===== config.mk =====
export PLATFORM = sky130hd
export DESIGN_NAME = aggregate_data
export DESIGN_NICKNAME = d
export VERILOG_FILES = /design/src/rtl/agg_pkg.sv /design/src/rtl/agg_divider.sv /design/src/rtl/aggregate_data.sv
export SDC_FILE = /design/constraint.sdc
export NUM_CORES = 1
export LEC_CHECK = 0
export ABC_CLOCK_PERIOD_IN_PS = 7000
export BUFFER_PORTS_ARGS = -buffer_cell sky130_fd_sc_hd__buf_2
export CAP_MARGIN = 15
export CORE_MARGIN = 2
export CORE_UTILIZATION = 65
export DETAILED_ROUTE_END_ITERATION = 6
export PLACE_DENSITY = 0.86
export SYNTH_ARGS = -nofsm -noshare
export SYNTH_HDL_FRONTEND = slang
export SYNTH_SLANG_ARGS = --single-unit

===== constraint.sdc =====
create_clock -name clock -period 7 [get_ports clock]
set_input_delay 1.05 -clock clock [delete_from_list [all_inputs] [get_ports clock]]
set_output_delay 1.05 -clock clock [all_outputs]
set_load 0.01 [all_outputs]

===== src/rtl/agg_pkg.sv =====
// Shared definitions for the aggregation stage: memory geometry, address map,
// count clamp, accumulator sizing and the FSM state encoding.
// The optional min/max tracking (AGG_MINMAX_EN) adds four states to the enum.
package agg_pkg;

  localparam int WORD_W    = 16;
  localparam int ADDR_W    = 11;
  localparam int MAX_COUNT = 64;
  localparam int CNT_W     = $clog2(MAX_COUNT + 1);
  // Sized so MAX_COUNT full-scale samples can never overflow the sum.
  localparam int ACC_W     = WORD_W + CNT_W;

  localparam logic [ADDR_W-1:0] FLAG_ADDR = 11'h2;
  localparam logic [ADDR_W-1:0] CNT_ADDR  = 11'h3;
  localparam logic [ADDR_W-1:0] AVG_ADDR  = 11'h4;
  localparam logic [ADDR_W-1:0] DATA_BASE = 11'h10;
`ifdef AGG_MINMAX_EN
  localparam logic [ADDR_W-1:0] MIN_ADDR  = AVG_ADDR + 11'd1;
  localparam logic [ADDR_W-1:0] MAX_ADDR  = AVG_ADDR + 11'd2;
`endif

  typedef enum logic [3:0] {
    ST_WAIT,
    ST_IDLE,
    ST_RD_CNT,
    ST_LD_CNT,
    ST_ACC,
    ST_DIV_GO,
    ST_DIV,
    ST_WR_AVG,
    ST_GAP_AVG,
`ifdef AGG_MINMAX_EN
    ST_WR_MIN,
    ST_GAP_MIN,
    ST_WR_MAX,
    ST_GAP_MAX,
`endif
    ST_WR_CLR,
    ST_DONE
  } state_e;

  // Raw count words above MAX_COUNT are treated as MAX_COUNT.
  function automatic logic [CNT_W-1:0] clamp_count(input logic [WORD_W-1:0] raw);
    if (raw > WORD_W'(MAX_COUNT)) return CNT_W'(MAX_COUNT);
    return raw[CNT_W-1:0];
  endfunction

endpackage


===== src/rtl/agg_divider.sv =====
// Restoring unsigned divider, one quotient bit per cycle, N_W cycles per divide.
// start loads the operands (divisor must be non-zero); done pulses for one
// cycle when quotient is valid, and quotient holds until the next start.
module agg_divider
  import agg_pkg::*;
#(
  parameter int N_W = ACC_W,
  parameter int D_W = CNT_W,
  parameter int Q_W = WORD_W
) (
  input  logic           clock,
  input  logic           nrst,
  input  logic           start,
  input  logic [N_W-1:0] dividend,
  input  logic [D_W-1:0] divisor,
  output logic           busy,
  output logic           done,
  output logic [Q_W-1:0] quotient
);

  localparam int STEP_W = $clog2(N_W + 1);

  logic [D_W-1:0]    rem_q,   rem_d;
  logic [N_W-1:0]    quo_q,   quo_d;
  logic [STEP_W-1:0] steps_q, steps_d;
  logic              done_q,  done_d;

  // Partial remainder has one extra bit after the shift; the remainder always
  // stays below the divisor, so D_W bits are enough to hold it between steps.
  logic [D_W:0] shifted;
  logic [D_W:0] diff;

  // One restoring step per cycle while steps remain; start reloads operands.
  always_comb begin
    shifted = {rem_q, quo_q[N_W-1]};
    diff    = shifted - {1'b0, divisor};
    rem_d   = rem_q;
    quo_d   = quo_q;
    steps_d = steps_q;
    done_d  = 1'b0;
    if (start) begin
      rem_d   = '0;
      quo_d   = dividend;
      steps_d = STEP_W'(N_W);
    end else if (steps_q != '0) begin
      if (!diff[D_W]) begin
        rem_d = diff[D_W-1:0];
        quo_d = {quo_q[N_W-2:0], 1'b1};
      end else begin
        rem_d = shifted[D_W-1:0];
        quo_d = {quo_q[N_W-2:0], 1'b0};
      end
      steps_d = steps_q - STEP_W'(1);
      if (steps_q == STEP_W'(1)) done_d = 1'b1;
    end
  end

  // Divider state registers, synchronous active-low reset.
  always_ff @(posedge clock) begin
    if (!nrst) begin
      rem_q   <= '0;
      quo_q   <= '0;
      steps_q <= '0;
      done_q  <= 1'b0;
    end else begin
      rem_q   <= rem_d;
      quo_q   <= quo_d;
      steps_q <= steps_d;
      done_q  <= done_d;
    end
  end

  assign busy     = (steps_q != '0);
  assign done     = done_q;
  assign quotient = quo_q[Q_W-1:0];

endmodule


===== src/rtl/aggregate_data.sv =====
// Aggregation stage: reads the sample count and samples from the shared
// memory, writes their integer average to AVG_ADDR, then clears the flag word.
// Optional feature macro AGG_MINMAX_EN: also writes min to AVG_ADDR+1 and max
// to AVG_ADDR+2 between the average write and the flag clear.
//
// state      | meaning
// -----------+-------------------------------------------------------------
// WAIT       | idle after reset / after done; waits for en (done held)
// IDLE       | armed; waits for start, samples forAggregation
// RD_CNT     | count address on the bus
// LD_CNT     | count word arrives; clamp, pick first sample address
// ACC        | stream cnt samples into the accumulator (cnt+1 cycles)
// DIV_GO     | launch the divider
// DIV        | wait for the quotient
// WR_AVG     | average write strobe
// GAP_AVG    | idle cycle after the average write
// WR_MIN     | min write strobe (AGG_MINMAX_EN)
// GAP_MIN    | idle cycle after the min write (AGG_MINMAX_EN)
// WR_MAX     | max write strobe (AGG_MINMAX_EN)
// GAP_MAX    | idle cycle after the max write (AGG_MINMAX_EN)
// WR_CLR     | flag-clear write strobe
// DONE       | idle cycle after the clear; raises done, returns to WAIT
module aggregate_data
  import agg_pkg::*;
(
  input  logic              clock,
  input  logic              nrst,
  input  logic              en,
  input  logic              start,
  input  logic              forAggregation,
  input  logic [WORD_W-1:0] data_in,
  output logic [ADDR_W-1:0] address,
  output logic              wr_en,
  output logic [WORD_W-1:0] data_out,
  output logic              done
);

  state_e            state_q,    state_d;
  logic [ADDR_W-1:0] address_q,  address_d;
  logic              wr_en_q,    wr_en_d;
  logic [WORD_W-1:0] data_out_q, data_out_d;
  logic              done_q,     done_d;
  logic [CNT_W-1:0]  cnt_q,      cnt_d;
  logic [CNT_W-1:0]  idx_q,      idx_d;
  logic [ACC_W-1:0]  acc_q,      acc_d;
`ifdef AGG_MINMAX_EN
  logic [WORD_W-1:0] min_q,      min_d;
  logic [WORD_W-1:0] max_q,      max_d;
`endif

  logic              div_start;
  logic              div_busy;
  logic              div_done;
  logic [WORD_W-1:0] div_quot;

  agg_divider #(
    .N_W (ACC_W),
    .D_W (CNT_W),
    .Q_W (WORD_W)
  ) u_div (
    .clock    (clock),
    .nrst     (nrst),
    .start    (div_start),
    .dividend (acc_q),
    .divisor  (cnt_q),
    .busy     (div_busy),
    .done     (div_done),
    .quotient (div_quot)
  );

  // Next-state, address counter, accumulator and write mux.
  always_comb begin
    state_d    = state_q;
    address_d  = address_q;
    wr_en_d    = 1'b0;
    data_out_d = data_out_q;
    done_d     = done_q;
    cnt_d      = cnt_q;
    idx_d      = idx_q;
    acc_d      = acc_q;
    div_start  = 1'b0;
`ifdef AGG_MINMAX_EN
    min_d      = min_q;
    max_d      = max_q;
`endif

    case (state_q)
      ST_WAIT: begin
        if (en) begin
          done_d    = 1'b0;
          address_d = CNT_ADDR;
          state_d   = ST_IDLE;
        end
      end

      ST_IDLE: begin
        if (start) begin
          if (forAggregation) begin
            address_d = CNT_ADDR;
            state_d   = ST_RD_CNT;
          end else begin
            state_d   = ST_DONE;
          end
        end
      end

      ST_RD_CNT: state_d = ST_LD_CNT;

      ST_LD_CNT: begin
        cnt_d = clamp_count(data_in);
        acc_d = '0;
        idx_d = '0;
`ifdef AGG_MINMAX_EN
        min_d = '0;
        max_d = '0;
`endif
        if (cnt_d == '0) begin
          // Nothing to average: write 0 without touching the sample area.
          address_d  = AVG_ADDR;
          data_out_d = '0;
          wr_en_d    = 1'b1;
          state_d    = ST_WR_AVG;
        end else begin
          address_d  = DATA_BASE;
          state_d    = ST_ACC;
        end
      end

      ST_ACC: begin
        // idx counts cycles in ACC; data for address idx-1 arrives at idx.
        if (idx_q != '0) begin
          acc_d = acc_q + ACC_W'(data_in);
`ifdef AGG_MINMAX_EN
          if (idx_q == CNT_W'(1)) begin
            min_d = data_in;
            max_d = data_in;
          end else begin
            if (data_in < min_q) min_d = data_in;
            if (data_in > max_q) max_d = data_in;
          end
`endif
        end
        // Stop advancing once the last sample address is on the bus.
        if ((idx_q + CNT_W'(1)) < cnt_q) address_d = address_q + ADDR_W'(1);
        if (idx_q == cnt_q) state_d = ST_DIV_GO;
        else                idx_d   = idx_q + CNT_W'(1);
      end

      ST_DIV_GO: begin
        if (!div_busy) begin
          div_start = 1'b1;
          state_d   = ST_DIV;
        end
      end

      ST_DIV: begin
        if (div_done) begin
          address_d  = AVG_ADDR;
          data_out_d = div_quot;
          wr_en_d    = 1'b1;
          state_d    = ST_WR_AVG;
        end
      end

      ST_WR_AVG: state_d = ST_GAP_AVG;

      ST_GAP_AVG: begin
`ifdef AGG_MINMAX_EN
        address_d  = MIN_ADDR;
        data_out_d = min_q;
        wr_en_d    = 1'b1;
        state_d    = ST_WR_MIN;
`else
        address_d  = FLAG_ADDR;
        data_out_d = '0;
        wr_en_d    = 1'b1;
        state_d    = ST_WR_CLR;
`endif
      end

`ifdef AGG_MINMAX_EN
      ST_WR_MIN: state_d = ST_GAP_MIN;

      ST_GAP_MIN: begin
        address_d  = MAX_ADDR;
        data_out_d = max_q;
        wr_en_d    = 1'b1;
        state_d    = ST_WR_MAX;
      end

      ST_WR_MAX: state_d = ST_GAP_MAX;

      ST_GAP_MAX: begin
        address_d  = FLAG_ADDR;
        data_out_d = '0;
        wr_en_d    = 1'b1;
        state_d    = ST_WR_CLR;
      end
`endif

      ST_WR_CLR: state_d = ST_DONE;

      ST_DONE: begin
        done_d  = 1'b1;
        state_d = ST_WAIT;
      end

      default: state_d = ST_WAIT;
    endcase
  end

  // State and datapath registers; reset abandons any operation in flight.
  always_ff @(posedge clock) begin
    if (!nrst) begin
      state_q    <= ST_WAIT;
      address_q  <= CNT_ADDR;
      wr_en_q    <= 1'b0;
      data_out_q <= '0;
      done_q     <= 1'b0;
      cnt_q      <= '0;
      idx_q      <= '0;
      acc_q      <= '0;
`ifdef AGG_MINMAX_EN
      min_q      <= '0;
      max_q      <= '0;
`endif
    end else begin
      state_q    <= state_d;
      address_q  <= address_d;
      wr_en_q    <= wr_en_d;
      data_out_q <= data_out_d;
      done_q     <= done_d;
      cnt_q      <= cnt_d;
      idx_q      <= idx_d;
      acc_q      <= acc_d;
`ifdef AGG_MINMAX_EN
      min_q      <= min_d;
      max_q      <= max_d;
`endif
    end
  end

  assign address  = address_q;
  assign wr_en    = wr_en_q;
  assign data_out = data_out_q;
  assign done     = done_q;

endmodule


==> run_results.csv, run 1 <==
group,metric,value,unit
power,p_comb_share,34.4,%
critical_path,crit_top_cell,"a221oi_2",
critical_path,worst-setup-path-type,"in2reg",
clocking,cts.repair.resized,0,
critical_path,path_cells,"buf_2 -> ha_1 -> fa_1 -> a21o_1 -> a221oi_2 -> o21bai_1 -> a31o_2 -> a221oi_2 -> o21ai_0 -> a21oi_1",
sta,rsz0062_at_grt,"false",
sta,timing.slew.headroom,25.4,%
logic_synthesis,synthAdderAreaFrac,8.18,%
place,globalplace.congestion,0.904,
global_route,grt-ovfl-total,0,
clocking,cts_setup_buffers,0,
place,port_buffers,49,
finish,finish.net_count,806,
global_route,grt_use_total,29.0,%
drt,viasPerCell,6.22,
sta,fmax,306,MHz
logic_synthesis,syn_avg_cell_area,8.07,um^2
power,ir_drop,0.179,mV
die,die_w,98.8,um
worst_hold_path,hold_class,"reg2reg",
global_route,grt_max_degree,64,
worst_hold_path,hold_end,"u_div.quo_q[20]",
place,hpwl,10.1,mm
logic_synthesis,syn_area,5840,um^2
sta,finalCriticalPeriod,3.26,ns
drt,wl_per_cell,16.4,um
critical_path,cp_max_fo,8,
clocking,htreeDepth,3,
critical_path,cp.arrival,3.56,ns
critical_path,cp.required,7.30,ns
die,start_util,67.0,%
logic_synthesis,syn_inst,724,
logic_synthesis,synth-xor-area-share,6.12,%
global_route,grt_pass1_vias,4994,
sta,setup_tns,0,ns
critical_path,r2r_setup_slack,4.08,ns
clocking,clk_pin_slew_worst_paths,0.11,ns
die,core.rowCount,34,
finish,drive_above_1_share,11.4,%
logic_synthesis,synth-simple-area-share,22.6,%
global_route,grt_use_met3,4.68,%
global_route,grtUsageMet2,46.5,%
drt,wl,14.1,mm
finish,nFillCells,686,
die,core-area,8720,um^2
critical_path,cp_num_buf_inv,1,
job,maxCapViolations,0,
critical_path,end_kind,"register",
power,p_clk_share,22.0,%
sta,finalCritPeriodShare,46.6,%
logic_synthesis,muxShareOfSynthArea,2.53,%
logic_synthesis,syn-num-nets,782,
power,p_leak,2.50,nW
critical_path,worst_r2r_endpoint,"data_out[1]",
critical_path,crit_path_start,"data_in[0]",
power,powerDensity,284,nW/um^2
critical_path,reg2reg_from,"state_q[1]",
sta,setup_viol,0,
drt,first_pass_iters,5,
clocking,cts_tree,"yes",
logic_synthesis,ys_warn_count,0,
global_route,busiest_layer,"met2",
sta,fin_worst_skew,0.0147,ns
global_route,grt_pass1_wl,23.3,mm
logic_synthesis,synth_top_family_by_area,"simple AND/OR/NAND/NOR gates",
finish,seq_area,2120,um^2
clocking,cts_sinks,106,
die,dieArea,9760,um^2
run_status,status,"finished clean",
sta,worstMarginPinSlew,1.12,ns
finish,diodes,0,
drt,num_vias,5355,
die,ios,50,
clocking,cts_root_buf,"clkbuf_8",
finish,multi_input_area,3480,um^2
worst_hold_path,min_from,"u_div.quo_q[20]",
critical_path,cp_slowest_cell,"a221oi_2",
power,switching_share,39.4,%
clocking,cts_made_buffers,9,
critical_path,critPathTopFamily,"compound AO/OA/AOI/OAI gates",
die,dieHeight,98.8,um
clocking,cts_hold_buf,0,
place,dpl_cell_area,6090,um^2
drt,drc,0,
logic_synthesis,synth_edf_count,0,
clocking,clk_latency,0.38,ns
power,power.switching,0.707,mW
worst_hold_path,whs_path_depth,2,
critical_path,cpPeakStageDelay,0.45,ns
global_route,use_met1,40.6,%
clocking,clockBufferDepth,2,
power,p_seq_share,43.6,%
logic_synthesis,synth_cell_types,64,
sta,final_max_slew_viol_count,0,
critical_path,ff2ff_path_depth,6,
logic_synthesis,ys_ff_latch,106,
global_route,antenna_found_initial,0,
logic_synthesis,synth_compound_area_share,20.0,%
logic_synthesis,ys_seq_area_share,36.3,%
power,p_int,1.09,mW
critical_path,critPathLaunchType,"primary input",
logic_synthesis,synthArstFlopShare,0,%
logic_synthesis,synthFlopType,"dfxtp_1",
finish,final_cell_area,6300,um^2
drt,ant_nets,0,
drt,drt_iter0_markers,345,
sta,finalHoldViolCount,0,
finish,area.growth.synth_to_final,7.90,%
==> worst max path at each step <==
stage	endpoint	slack [ns]	cells after the start
final	acc_q[20]	3.74	10
after global routing	acc_q[20]	3.52	10
after CTS	acc_q[20]	3.79	10
after detailed placement	acc_q[20]	3.42	10
after global placement	acc_q[18]	3.46	10
after floorplan	acc_q[18]	3.80	9
==> cells in the final DEF (no fill, tap or decap), types with 4 or more instances in the layout <==
cell type  count
dfxtp_1      106
nand2_1      102
nor2_1        96
buf_2         49
a21oi_1       43
o21ai_0       35
ha_1          35
nand3_1       26
a311oi_1      24
xnor2_1       22
inv_1         21
nor3_1        21
xor2_1        17
a22oi_1       16
a21o_1         9
clkbuf_8       9
mux2i_1        8
a211oi_1       8
or3_1          7
mux2_2         6
nor2b_1        5
nand4_1        5
and3_1         5
nor4_1         5
nand3b_1       4
a31oi_1        4
nor3b_1        4
o21a_1         4
o211ai_1       4
clkinv_8       4
==> through the flow <==
stage / setup WS, ns / power (mW) / util, % / std cells / hold slack [ns]
CTS: 3.79 / 1.79 / 72.3 / 861 / 0.492
global route: 3.52 / 1.90 / 72.3 / 861 / 0.524
floorplan: 3.80 / 1.28 / - / 724 / 0.436
finish: 3.74 / 1.79 / 72.3 / 861 / 0.491
global placement: 3.46 / 1.37 / 69.8 / 845 / 0.471
detailed placement: 3.42 / 1.40 / 69.8 / 845 / 0.474
==> kinds of logic after synthesis <==
kind of cell	after synthesis
xor+xnor	40
flops	106
fa+ha+maj	37
simple gates	293
compound gates	173
buf+inv	61
mux	14
==> cell usage after synthesis, drive strengths merged, types with 2 or more instances <==
master	n	area, um^2
or4b	2	23.8
nand3	26	130
a311oi	24	210
or3	7	43.8
buf	7	46.3
inv	22	82.6
a22oi	16	120
o31a	3	26.3
nor3	21	105
o31ai	3	22.5
xnor2	23	209
nor2	98	370
clkbuf	32	120
xor2	17	149
and3	5	31.3
mux2i	8	80.1
mux2	6	67.6
a31oi	4	25.0
a211oi	8	60.1
a21oi	43	215
a32o	2	20.0
nor2b	6	45.0
o211ai	4	30.0
nand3b	4	30.0
or2	3	18.8
fa	2	40.0
o21a	4	30.0
a21o	9	67.6
nor3b	4	30.0
nor4b	2	23.8
o21ai	36	180
a221oi	3	38.8
nand4	5	31.3
nor4	5	31.3
o21bai	2	15.0
nand2	102	383
ha	35	438
dfxtp	106	2120
==> sequential cells by signal, summed over array words and instances (netlist names) <==
register	flops
acc_q	23
address	11
cnt_q	7
data_out	16
done	1
idx_q	7
state_q	4
u_div.done	1
u_div.quo_q	23
u_div.rem_q	7
u_div.steps_q	5
wr_en	1
==> worst register-to-register path, delay by kind of cell, from the launching register on <==
family | cells | cell delay (ns)
DFF | 1 | 0.63
AOI/OAI and AO/OA | 1 | 0.27
and+or+nand+nor | 5 | 1.92
==> power groups by stage <==
stage	logic, mW	clock network (mW)	registers, mW
floorplan	0.521	0	0.760
global placement	0.580	0	0.786
detailed placement	0.609	0	0.792
CTS	0.614	0.396	0.779
global route	0.686	0.418	0.794
finish	0.617	0.395	0.782
==> cell type report <==
type                    instances  share of cell area (%)
well taps                     108                    2.14
repair buffers                 52                    4.25
multi-input cells             557                    55.2
clock inverters                 7                    1.49
flip-flops and latches        106                    33.7
inverters                      22                    1.31
clock buffers                   9                    1.96
==> per-layer routing <==
metal / routed length, um / vias to the layer above
met5: 0 / -
met4: 251 / 0
met3: 1010 / 24
met2: 6400 / 193
met1: 6420 / 2521
li1: - / 2617
Note: power is estimated with default switching activity, not from simulation.
==> inputs of run 2 (changes only) <==
--- a/config.mk
+++ b/config.mk
@@ -5,13 +5,14 @@
 export SDC_FILE = /design/constraint.sdc
 export NUM_CORES = 1
 export LEC_CHECK = 0
-export ABC_CLOCK_PERIOD_IN_PS = 7000
+export ABC_AREA = 1
+export ABC_CLOCK_PERIOD_IN_PS = 3100
 export BUFFER_PORTS_ARGS = -buffer_cell sky130_fd_sc_hd__buf_2
 export CAP_MARGIN = 15
 export CORE_MARGIN = 2
-export CORE_UTILIZATION = 65
+export CORE_UTILIZATION = 61
 export DETAILED_ROUTE_END_ITERATION = 6
-export PLACE_DENSITY = 0.86
+export PLACE_DENSITY = 0.81
 export SYNTH_ARGS = -nofsm -noshare
 export SYNTH_HDL_FRONTEND = slang
 export SYNTH_SLANG_ARGS = --single-unit
==> constraint.sdc (replaced) <==
create_clock -name clock -period 3.1 [get_ports clock]
set_input_delay 0.465 -clock clock [delete_from_list [all_inputs] [get_ports clock]]
set_output_delay 0.465 -clock clock [all_outputs]
set_load 0.01 [all_outputs]
==> run 2 against run 1 <==
  * Power rose by 130%
  * Synthesized area up 16%
  * Wire length grew 16%
  * Core utilization fell by 5.3 points
  * Non-clock buffer count rose by 3
  * Final area increased by 15%
  * Critical path depth grew 5
  * Critical path type is now reg2reg
  * Critical endpoint is now address[4]
  * Largest cell class unchanged
  * Largest power group is now combinational logic
  * Highest routed layer unchanged
==> run_results.csv, run 2 <==
group,metric,value,unit
clocking,cts.repair.resized,0,
critical_path,cp_max_fo,11,
worst_hold_path,min_from,"data_in[0]",
die,dieArea,12000,um^2
power,ir_drop,0.422,mV
clocking,cts_hold_buf,0,
logic_synthesis,syn_avg_cell_area,6.63,um^2
clocking,htreeDepth,3,
finish,seq_area,2120,um^2
logic_synthesis,synth_commonest_cells,"nand2_1 (259), inv_1 (142), dfxtp_1 (106), nor2_1 (95), nand3_1 (86)",
worst_hold_path,hold_class,"in2reg",
clocking,cts_tree,"yes",
sta,finalCriticalPeriod,2.36,ns
drt,drc,0,
clocking,cts_made_buffers,9,
die,dieHeight,110,um
sta,finalHoldViolCount,0,
critical_path,critPathLaunchType,"register",
global_route,grt_pass1_vias,5803,
finish,area.growth.synth_to_final,6.89,%
sta,final_max_slew_viol_count,0,
logic_synthesis,synthArstFlopShare,0,%
run_status,status,"finished clean",
finish,diodes,0,
logic_synthesis,synth_area_leaders,"dfxtp_1 (31%), nand2_1 (14%), inv_1 (7.8%), ha_1 (6.4%), nand3_1 (6.3%)",
place,globalplace.congestion,0.934,
drt,drt_iter0_markers,604,
clocking,cts_sinks,106,
finish,finish.net_count,1120,
sta,rsz0062_at_grt,"false",
sta,worstMarginPinSlew,0.673,ns
logic_synthesis,synth_edf_count,0,
global_route,grt_pass1_wl,26.9,mm
critical_path,reg2reg_from,"idx_q[0]",
clocking,cts_setup_buffers,0,
critical_path,cp_slowest_cell,"dfxtp_1",
logic_synthesis,post-synth-top-count-cell,"nand2_1",
sta,finalWorstSetupSlack,0.743,ns
global_route,grt-ovfl-total,0,
clocking,cts_root_buf,"clkbuf_8",
drt,first_pass_iters,6,
place,place_ws,0.828,ns
job,maxCapViolations,0,
clocking,clk_pin_slew_worst_paths,0.11,ns
die,die_w,110,um
clocking,clk_latency,0.41,ns
power,p_leak,3.46,nW
global_route,antenna_found_initial,0,
finish,multi_input_area,3890,um^2
drt,viasPerCell,5.30,
critical_path,worst-setup-path-type,"reg2reg",
drt,ant_nets,0,
sta,whs,0.327,ns
die,start_util,62.7,%
sta,fmax,424,MHz
critical_path,end_kind,"register",
sta,fin_worst_skew,0.0130,ns
drt,num_vias,6401,
sta,timing.slew.headroom,54.7,%
logic_synthesis,synth_top_area_share,31.2,%
die,core-area,10800,um^2
critical_path,path_cells,"ha_1 -> nand2_1 -> inv_1 -> nand2_1 -> xor2_1 -> inv_1 -> ha_1 -> a21oi_1 -> nor2_1 -> nor2_1 -> nand3_1 -> nand2_1 -> nand3_2 -> nand2_1 -> a21oi_2",
drt,wl_per_cell,13.6,um
drt,wl,16.4,mm
power,powerDensity,557,nW/um^2
logic_synthesis,synthFlopType,"dfxtp_1",
critical_path,crit_path_start,"idx_q[0]",
power,fin_total_pwr,4.05,mW
critical_path,crit_top_cell,"nand2_1",
die,core.rowCount,38,
place,hpwl,12.3,mm
critical_path,cpPeakStageDelay,0.42,ns
critical_path,cp.arrival,2.64,ns
sta,setup_tns,0,ns
finish,final_common_cell,"nand2_1",
logic_synthesis,syn_area,6790,um^2
global_route,grt_use_total,28.7,%
logic_synthesis,syn-num-nets,1083,
logic_synthesis,ys_seq_area_share,31.2,%
place,port_buffers,49,
logic_synthesis,syn_inst,1025,
sta,finalCritPeriodShare,76.0,%
sta,setup_viol,0,
finish,nFillCells,1030,
global_route,grt_max_degree,35,
critical_path,critPathTopFamily,"simple AND/OR/NAND/NOR gates",
logic_synthesis,synth_top_area_cell,"dfxtp_1",
clocking,clockBufferDepth,2,
logic_synthesis,synth_cell_types,44,
finish,drive_above_1_share,12.8,%
logic_synthesis,ys_warn_count,0,
critical_path,cp.required,3.39,ns
die,ios,50,
finish,final_cell_mix,"nand2_1 (259), inv_1 (141), dfxtp_1 (106)",
logic_synthesis,ys_ff_latch,106,
critical_path,cp_num_buf_inv,2,
[run 2: cell types whose count changed after synthesis, sizes merged, moves of 24 or more]
cell | before | now
nand2 | 102 | 271
inv | 22 | 155
nand3 | 26 | 100
a21oi | 43 | 90
o21ai | 36 | 64
a311oi | 24 | 0
[run 2: kinds of logic (layout without fill, tap and decap cells)]
kind of cell    Yosys count  in the layout  share of synthesized area [%]
compound gates          169            169                           13.6
fa+ha+maj                37             37                           7.04
simple gates            507            507                           33.8
xor+xnor                 22             22                           2.84
flops                   106            106                           31.2
buf+inv                 184            226                           11.5
[run 2: final timing paths]
path	to	slack [ns]	cells after the start
hold reg to reg	data_out[3]	0.46	2
hold / removal	cnt_q[0]	0.33	3
setup / recovery	address[4]	0.74	15
setup reg to reg	address[4]	0.74	15
[run 2: cell type report]
type                       count  area share (%)
timing repair buffer          55            4.00
clock inverter                 7           0.982
inverter                     155            8.12
multi-input combinational    735            53.6
tap                          140            2.41
clock buffer                   9            1.71
sequential                   106            29.2
[run 2: worst reg2reg max path, cell delays in order, from the launching register on]
cell and delay (ns):
dfxtp_1 0.42, ha_1 0.19, nand2_1 0.06, inv_1 0.11, nand2_1 0.07, xor2_1 0.14, inv_1 0.09, ha_1 0.29
a21oi_1 0.15, nor2_1 0.05, nor2_1 0.08, nand3_1 0.07, nand2_1 0.09, nand3_2 0.21, nand2_1 0.16, a21oi_2 0.06
[run 2: per-layer routing]
layer	up-vias	global-route usage (%)	wire length, um
met5	-	0	0
li1	3357	-	-
met3	25	6.46	814
met2	173	49.6	7930
met4	0	9.22	346
met1	2846	35.3	7290
[run 2: through the flow]
stage | util, % | instances | cell area (um^2)
after floorplan | - | 1025 | 6790
after global placement | 65.2 | 1191 | 7060
after detailed placement | 65.2 | 1191 | 7060
after CTS | 67.0 | 1207 | 7260
after global routing | 67.0 | 1207 | 7260
final | 67.0 | 1207 | 7260
[run 2: report_power, final]
part	internal, mW	switching [mW]
registers	1.47	0.103
logic	0.516	1.08
clock network	0.317	0.560
